==> config.mk <==
export PLATFORM = sky130hd
export DESIGN_NAME = vga_timing_ctrl
export DESIGN_NICKNAME = d
export VERILOG_FILES = /design/src/rtl/vga_timing_ctrl.sv
export SDC_FILE = /design/constraint.sdc
export NUM_CORES = 1
export LEC_CHECK = 0
export BUFFER_PORTS_ARGS = -buffer_cell sky130_fd_sc_hd__buf_2
export CORE_ASPECT_RATIO = 1.4
export CORE_UTILIZATION = 40
export DETAILED_ROUTE_END_ITERATION = 10
export GPL_TIMING_DRIVEN = 0
export PLACE_DENSITY = 0.63
export SLEW_MARGIN = 20
export SYNTH_ARGS = -nofsm -noshare
export SYNTH_HDL_FRONTEND = slang
export SYNTH_SLANG_ARGS = --single-unit
==> constraint.sdc <==
create_clock -name clk -period 3.1 [get_ports clk]
set_input_delay 0 -clock clk [delete_from_list [all_inputs] [get_ports clk]]
set_output_delay 0 -clock clk [all_outputs]
set_load 0.1 [all_outputs]
==> src/rtl/vga_timing_ctrl.sv <==
// VGA raster timing generator: pixel-rate divider, h/v counters, sync/bright
// decode, and a tail-light state register that only changes at frame wrap.
module vga_timing_ctrl #(
    parameter int CLK_DIV = 2,
    parameter int H_SYNC  = 96,
    parameter int H_BP    = 48,
    parameter int H_ACT   = 640,
    parameter int H_FP    = 16,
    parameter int V_SYNC  = 2,
    parameter int V_BP    = 29,
    parameter int V_ACT   = 480,
    parameter int V_FP    = 10
) (
    input  logic       clk,
    input  logic       rst,
    input  logic [2:0] state_in,
    output logic [9:0] hCount,
    output logic [9:0] vCount,
    output logic       hSync,
    output logic       vSync,
    output logic       bright,
    output logic       pix_en,
    output logic       frame_start,
    output logic [2:0] state_out
);

    localparam int H_TOTAL = H_SYNC + H_BP + H_ACT + H_FP;
    localparam int V_TOTAL = V_SYNC + V_BP + V_ACT + V_FP;
    localparam int DIV_W   = (CLK_DIV > 1) ? $clog2(CLK_DIV) : 1;

    localparam logic [DIV_W-1:0] DIV_LAST = DIV_W'(CLK_DIV - 1);
    localparam logic [9:0] H_LAST    = 10'(H_TOTAL - 1);
    localparam logic [9:0] V_LAST    = 10'(V_TOTAL - 1);
    localparam logic [9:0] H_SYNC_C  = 10'(H_SYNC);
    localparam logic [9:0] V_SYNC_C  = 10'(V_SYNC);
    localparam logic [9:0] H_ACT_BEG = 10'(H_SYNC + H_BP);
    localparam logic [9:0] H_ACT_END = 10'(H_SYNC + H_BP + H_ACT);
    localparam logic [9:0] V_ACT_BEG = 10'(V_SYNC + V_BP);
    localparam logic [9:0] V_ACT_END = 10'(V_SYNC + V_BP + V_ACT);

    logic [DIV_W-1:0] r_div;
    logic [9:0]       r_h_count;
    logic [9:0]       r_v_count;
    logic [2:0]       r_state;

    logic w_pix_en;
    logic w_h_last;
    logic w_v_last;
    logic w_frame_start;

    assign w_pix_en      = (r_div == DIV_LAST);
    assign w_h_last      = (r_h_count == H_LAST);
    assign w_v_last      = (r_v_count == V_LAST);
    assign w_frame_start = w_pix_en & w_h_last & w_v_last;

    // Divider, raster counters and frame-synchronous state register.
    always_ff @(posedge clk or posedge rst) begin
        if (rst) begin
            r_div     <= '0;
            r_h_count <= 10'd0;
            r_v_count <= 10'd0;
            r_state   <= 3'b000;
        end else begin
            if (w_pix_en) begin
                r_div <= '0;
            end else begin
                r_div <= r_div + 1'b1;
            end

            if (w_pix_en) begin
                if (w_h_last) begin
                    r_h_count <= 10'd0;
                    r_v_count <= w_v_last ? 10'd0 : (r_v_count + 10'd1);
                end else begin
                    r_h_count <= r_h_count + 10'd1;
                end
            end

            // Latching on the wrap edge makes the new state appear exactly at (0,0).
            if (w_frame_start) begin
                r_state <= state_in;
            end
        end
    end

    assign hCount      = r_h_count;
    assign vCount      = r_v_count;
    assign hSync       = (r_h_count >= H_SYNC_C);
    assign vSync       = (r_v_count >= V_SYNC_C);
    assign bright      = (r_h_count >= H_ACT_BEG) && (r_h_count < H_ACT_END) &&
                         (r_v_count >= V_ACT_BEG) && (r_v_count < V_ACT_END);
    assign pix_en      = w_pix_en;
    assign frame_start = w_frame_start;
    assign state_out   = r_state;

endmodule

Word-level counts from Yosys, hierarchy flattened. Cells that the tools add are included.

Reduce and logical (&&, ||, !) cells: 4. $lt $le $gt $ge: 6. Bitwise operators: 2. Multiplexer cells: 3. Add/sub/neg operators: 3. Equality and inequality tests: 2.

Operators by type and width (number): $add 10x1->10 const B (2); $eq 10x10->1 const B (2); $mux 10 (2); $ge 10x2->1 const B (1); $ge 10x5->1 const B (1); $ge 10x7->1 const B (1); $ge 10x8->1 const B (1); $lt 10x10->1 const B (1); $lt 10x9->1 const B (1); $logic_and 1x1->1 (3); $and 1x1->1 (2); $reduce_and 2->1 (1); $add 1x1->1 const B (1); $mux 1 (1).

Register bits after elaboration: 24. Bits of input ports: 5. Output and inout bits: 28. Logic and storage cells: 24.

Depth between registers and ports, before layout.
Depth after elaboration: 4. Gate-level depth with buffers: 7. Gate-level depth less buffers: 6.

Least setup slack after synthesis. No wires, ideal clock.

Kind: register -> output. From: register r_h_count[5], in the netlist hCount[5]. To: output port bright. Data required time: 3.100 ns. Arrival time: 4.609 ns. Stages on the path, launching flop included: 5. Path buffers: 0. Setup slack: -1.509 ns. Cells stage by stage: dfrtp_1 -> or2_2 -> o311ai_0 -> o31ai_1 -> nor4_1.

Cells in the longest elaborated chain, start to end: 4. Elaborated cells on any way between the ends: 5. Classes of those cells: 2 x order compare; 3 x reduce/logical.

RTL lines: start, declared (line 42) `logic [9:0] r_h_count;`; start signal, assigned (line 75) `r_h_count <= r_h_count + 10'd1;`; $ge 10x8->1 / $lt 10x10->1 (equally long branches) (line 90) `assign bright = (r_h_count >= H_ACT_BEG) && (r_h_count < H_ACT_END) &&`; $logic_and 1x1->1 * (2 in a row) (line 90); $logic_and 1x1->1 * (line 91) `(r_v_count >= V_ACT_BEG) && (r_v_count < V_ACT_END);`; end, declared (line 21) `output logic bright,`.

Mark *: on every way between the ends. The rest lies on a longest branch, timed or not.

Worst setup path in the final report.
From: register r_h_count[0], in the netlist hCount[0]. To: output port frame_start.

Cells in the longest elaborated chain, start to end: 3.

RTL lines: $eq 10x10->1 (line 52) `assign w_h_last = (r_h_count == H_LAST);`; $and 1x1->1 (2 in a row) (line 54) `assign w_frame_start = w_pix_en & w_h_last & w_v_last;`; end, declared (line 23) `output logic frame_start,`.

Every way passes these cells.

==> results by group <==
Yosys
  • Distinct cells, synth: 36
  • XOR/XNOR Fraction of Synth Area: roughly 8.6%
  • Syn_area_per_cell: 10.4 sq um
  • Cells after synthesis: roughly 130
  • Netlist Area Pre-Place: 1330 sq um
  • Synth Warn #: 0
  • Cell taking the most area after synthesis: dfrtp_1
  • Simple-Gate Fraction of Synth Area: 25.5%
  • Synth Net Count: roughly 140
  • Top post-synthesis cells by area: dfrtp_1 (45%), xnor2_1 (5.3%), ha_1 (4.7%)
  • Synth Area in Compound Gates: under 10%
  • Seq/Total Area, Yosys: a little under half
  • Synth Flop Type: dfrtp_1
  • Post-synth EDFFs: 0
  • #FFs+latches synth: 24
  • Post-synthesis mux area share: under 10%
  • Top-area cell type share of the netlist area: around 45%
  • Post-Synth Adder-Cell Area: 4.72%
  • Largest family of logic cells by synthesized area: simple AND/OR/NAND/NOR gates
  • Async S/R FF share, synth: between 90% and 100%

Critical path
  • Buf+Inv Stages, Crit Path: 2
  • Slowest stage delay, CP: between 0.4 and 0.5 ns
  • Reg2Reg Setup Slack: just over 1 ns
  • CP cell instances: ha_1 > nand4b_1 > nor3_2 > and2_1 > buf_6 > buf_2
  • Arr. time, crit path: roughly 2.4 ns
  • Critical path required time: ~3.1 ns
  • Worst Setup Start Kind: flip-flop
  • Setup CP Type: reg2out
  • CP Max Fanout: 8
  • Crit-path leading delay family: simple AND/OR/NAND/NOR gates
  • Crit path max-delay cell type: dfrtp_1
  • CP endpoint kind: output pin

Timing
  • FMAX: 423 MHz
  • Hold_ws: about 0.49 ns
  • Slew @ Worst Pin: 0.920 ns
  • Max Slew Vio Count: 0
  • Headroom to the max-slew limit: about two fifths
  • Setup Total Neg Slack: 0 ns
  • Minimum clock period: approximately 2.4 ns
  • Count of final hold-check violations: 0
  • RSZ-0062 raised after global routing: false
  • Setup ws final: 0.738 ns
  • Tcrit/Tclk final: between 70% and 80%
  • Skew final: approximately 0.0042 ns
  • Setup violators final: 0

Placed design
  • Setup WS pre-CTS: 0.998 ns
  • Routability cong.: roughly 0.91
  • Hpwl dp: ~2100 microns
  • Placed cells: around 200
  • IO Port Bufs: 32

Power and ir drop
  • Psw: between 100 and 150 uW
  • Sequential share of power: 61.9%
  • Net Sw Frac: between 10% and 20%
  • Final Power: about 510 uW
  • Int Pwr: ~400 uW
  • Peak VDD IR: about 180 uV
  • Combinational Power Share: about 2.5%
  • LEAKAGE: between 0.0008 and 0.0009 uW
  • PwrDens: ~310 nW/um^2
  • Clock network fraction of total power: a little over a third

Cells and area
  • Area Growth Syn to Fin: 23.0%
  • Diode count: 0
  • Fillcell total: between 300 and 400
  • Non-filler cells, final: 205
  • Share of cells above drive strength 1: 28.3%
  • Nets@finish: 178

Min path
  • Min-Delay Path Class: in2async

GRT
  • Largest net degree at the start of global routing: 25
  • Total GRT Usage: between 10% and 20%
  • First-pass GRT wire length: around 5000 microns
  • GRT overflow: 0
  • Vias in the first global route: roughly 1100
  • Initial antenna violation count: 0

Drt
  • Vias/cell: around 5.4
  • Post-DRT Antenna Nets: 0
  • Initial DRC count: 20
  • Routed via count: approximately 1100
  • Wire per inst: between 10 and 15 microns
  • Final wirelength: 2820 microns
  • # DRC: 0
  • DRT Pass-1 Iters: 4

Floorplanning
  • Die width: about 51 microns
  • Ports: 33
  • Chip height: ~70 microns
  • Core area: ~3100 sq um
  • Row count: 24
  • Die Area: 3550 sq um
  • Initial core utilization: 42.4%

Clock tree
  • TritonCTS clock tree: built
  • # H-tree levels: 1
  • Max Root-Sink Buffers: 2
  • CTS root buf: clkbuf_8
  • CTS Sinks: 24
  • Clock latency on the worst-skew pair: around 0.26 ns
  • Cts repair resizes: 0
  • Clk slew on worst S/H paths: 0.08 ns
  • Post-CTS Setup Bufs: 0
  • Num CTS Buffers: 3

Run
  • Maxcap violations: 0

Status
  • Status: finished clean
-- stage by stage --
step / area (sq um) / util (%)
final: 1630 / 52.2
after global routing: 1630 / 52.2
after CTS: 1630 / 52.2
after detailed placement: 1550 / 49.6
after global placement: 1550 / 49.6
after floorplan: 1340 / -
-- flip-flops by register name (all words and copies together), names as in the netlist --
name / flops
hCount: 10
pix_en: 1
state_out: 3
vCount: 10
-- placed cells by master (no fill, tap or decap) --
cell type / count
buf_2: 33
dfrtp_1: 24
nor2_1: 13
nand2_1: 11
nand4_1: 9
xnor2_1: 8
nand3_1: 7
inv_1: 6
xor2_1: 5
nor4_1: 5
ha_1: 5
dlygate4sd3_1: 4
mux2_4: 3
nor3_1: 3
clkbuf_8: 3
and4_1: 2
o21ai_0: 2
nor4_4: 2
o31ai_1: 2
or2_2: 1
clkbuf_1: 1
nand4b_1: 1
nor3_2: 1
and4b_1: 1
nand2b_1: 1
a31oi_1: 1
bufbuf_16: 1
or4_4: 1
and2_1: 1
buf_6: 1
mux2_2: 1
a22o_1: 1
o21a_1: 1
o311ai_0: 1
and3_1: 1
a21oi_1: 1
a21o_1: 1
mux2i_1: 1
-- area by class of cell --
type                            count  area, sq um  share of cell area, %
Multi-Input combinational cell     93          664                   40.8
Sequential cell                    24          601                   36.8
Timing Repair Buffer               36          200                   12.3
Buffer                              4         52.6                   3.22
Tap cell                           39         48.8                   2.99
Clock buffer                        3         41.3                   2.53
Inverter                            6         22.5                   1.38
-- kinds of logic after synthesis --
family,count (synthesis)
AOI/OAI and AO/OA,10
xor gates and xnor gates,13
adders and majority gates,5
buffers and inverters,10
DFF,24
muxes,5
and+or+nand+nor,60
-- routing by layer --
layer	part of all wire (%)	up-vias	wire (microns)	track usage, %
met1	42	536	1180	22.5
met4	0.43	0	12	4.01
met2	54	28	1530	33.3
li1	-	531	-	-
met5	0	-	0	0
met3	3.6	2	102	2.18
-- worst register-to-register path: stages, from the launching register on --
cell	delay, ns
dfrtp_1	0.44
ha_1	0.31
nand4b_1	0.17
nor3_2	0.42
and2_1	0.22
buf_6	0.12
mux2_4	0.29
-- cells in the mapped netlist (2+ instances only) --
| master | instances |
|---|---|
| dfrtp_1 | 24 |
| inv_1 | 6 |
| and4_1 | 2 |
| nor2_1 | 13 |
| nand4_1 | 9 |
| o31ai_1 | 2 |
| xnor2_1 | 8 |
| ha_1 | 5 |
| nand2_1 | 11 |
| nand3_1 | 7 |
| nor3_1 | 3 |
| o21ai_0 | 2 |
| mux2_4 | 3 |
| xor2_1 | 5 |
| nor4_1 | 6 |
-- worst paths after layout --
path | from | to | cells after the start
setup / recovery | hCount[0] | frame_start | 6
hold / removal | rst | state_out[1] | 3
setup reg to reg | hCount[0] | state_out[0] | 6
hold reg to reg | state_out[2] | state_out[2] | 1
max in group asynchronous | rst | hCount[0] | 3
min in group clk | state_in[0] | state_out[0] | 3
-- what timing repair did --
item,in CTS,in global routing
endpoints found under the hold margin,27,0
hold buffers,4,0
setup endpoints to repair,0,0
-- power groups by stage --
| stage | logic (uW) | clock network [uW] | registers (uW) |
|---|---|---|---|
| finish | 12.5 | 180 | 313 |
| global route | 14.5 | 196 | 313 |
| CTS | 13.1 | 186 | 313 |
| detailed placement | 9.05 | 0 | 319 |
| floorplan | 4.75 | 0 | 319 |
| global placement | 8.87 | 0 | 319 |
Note: power is estimated with default switching activity, not from simulation.
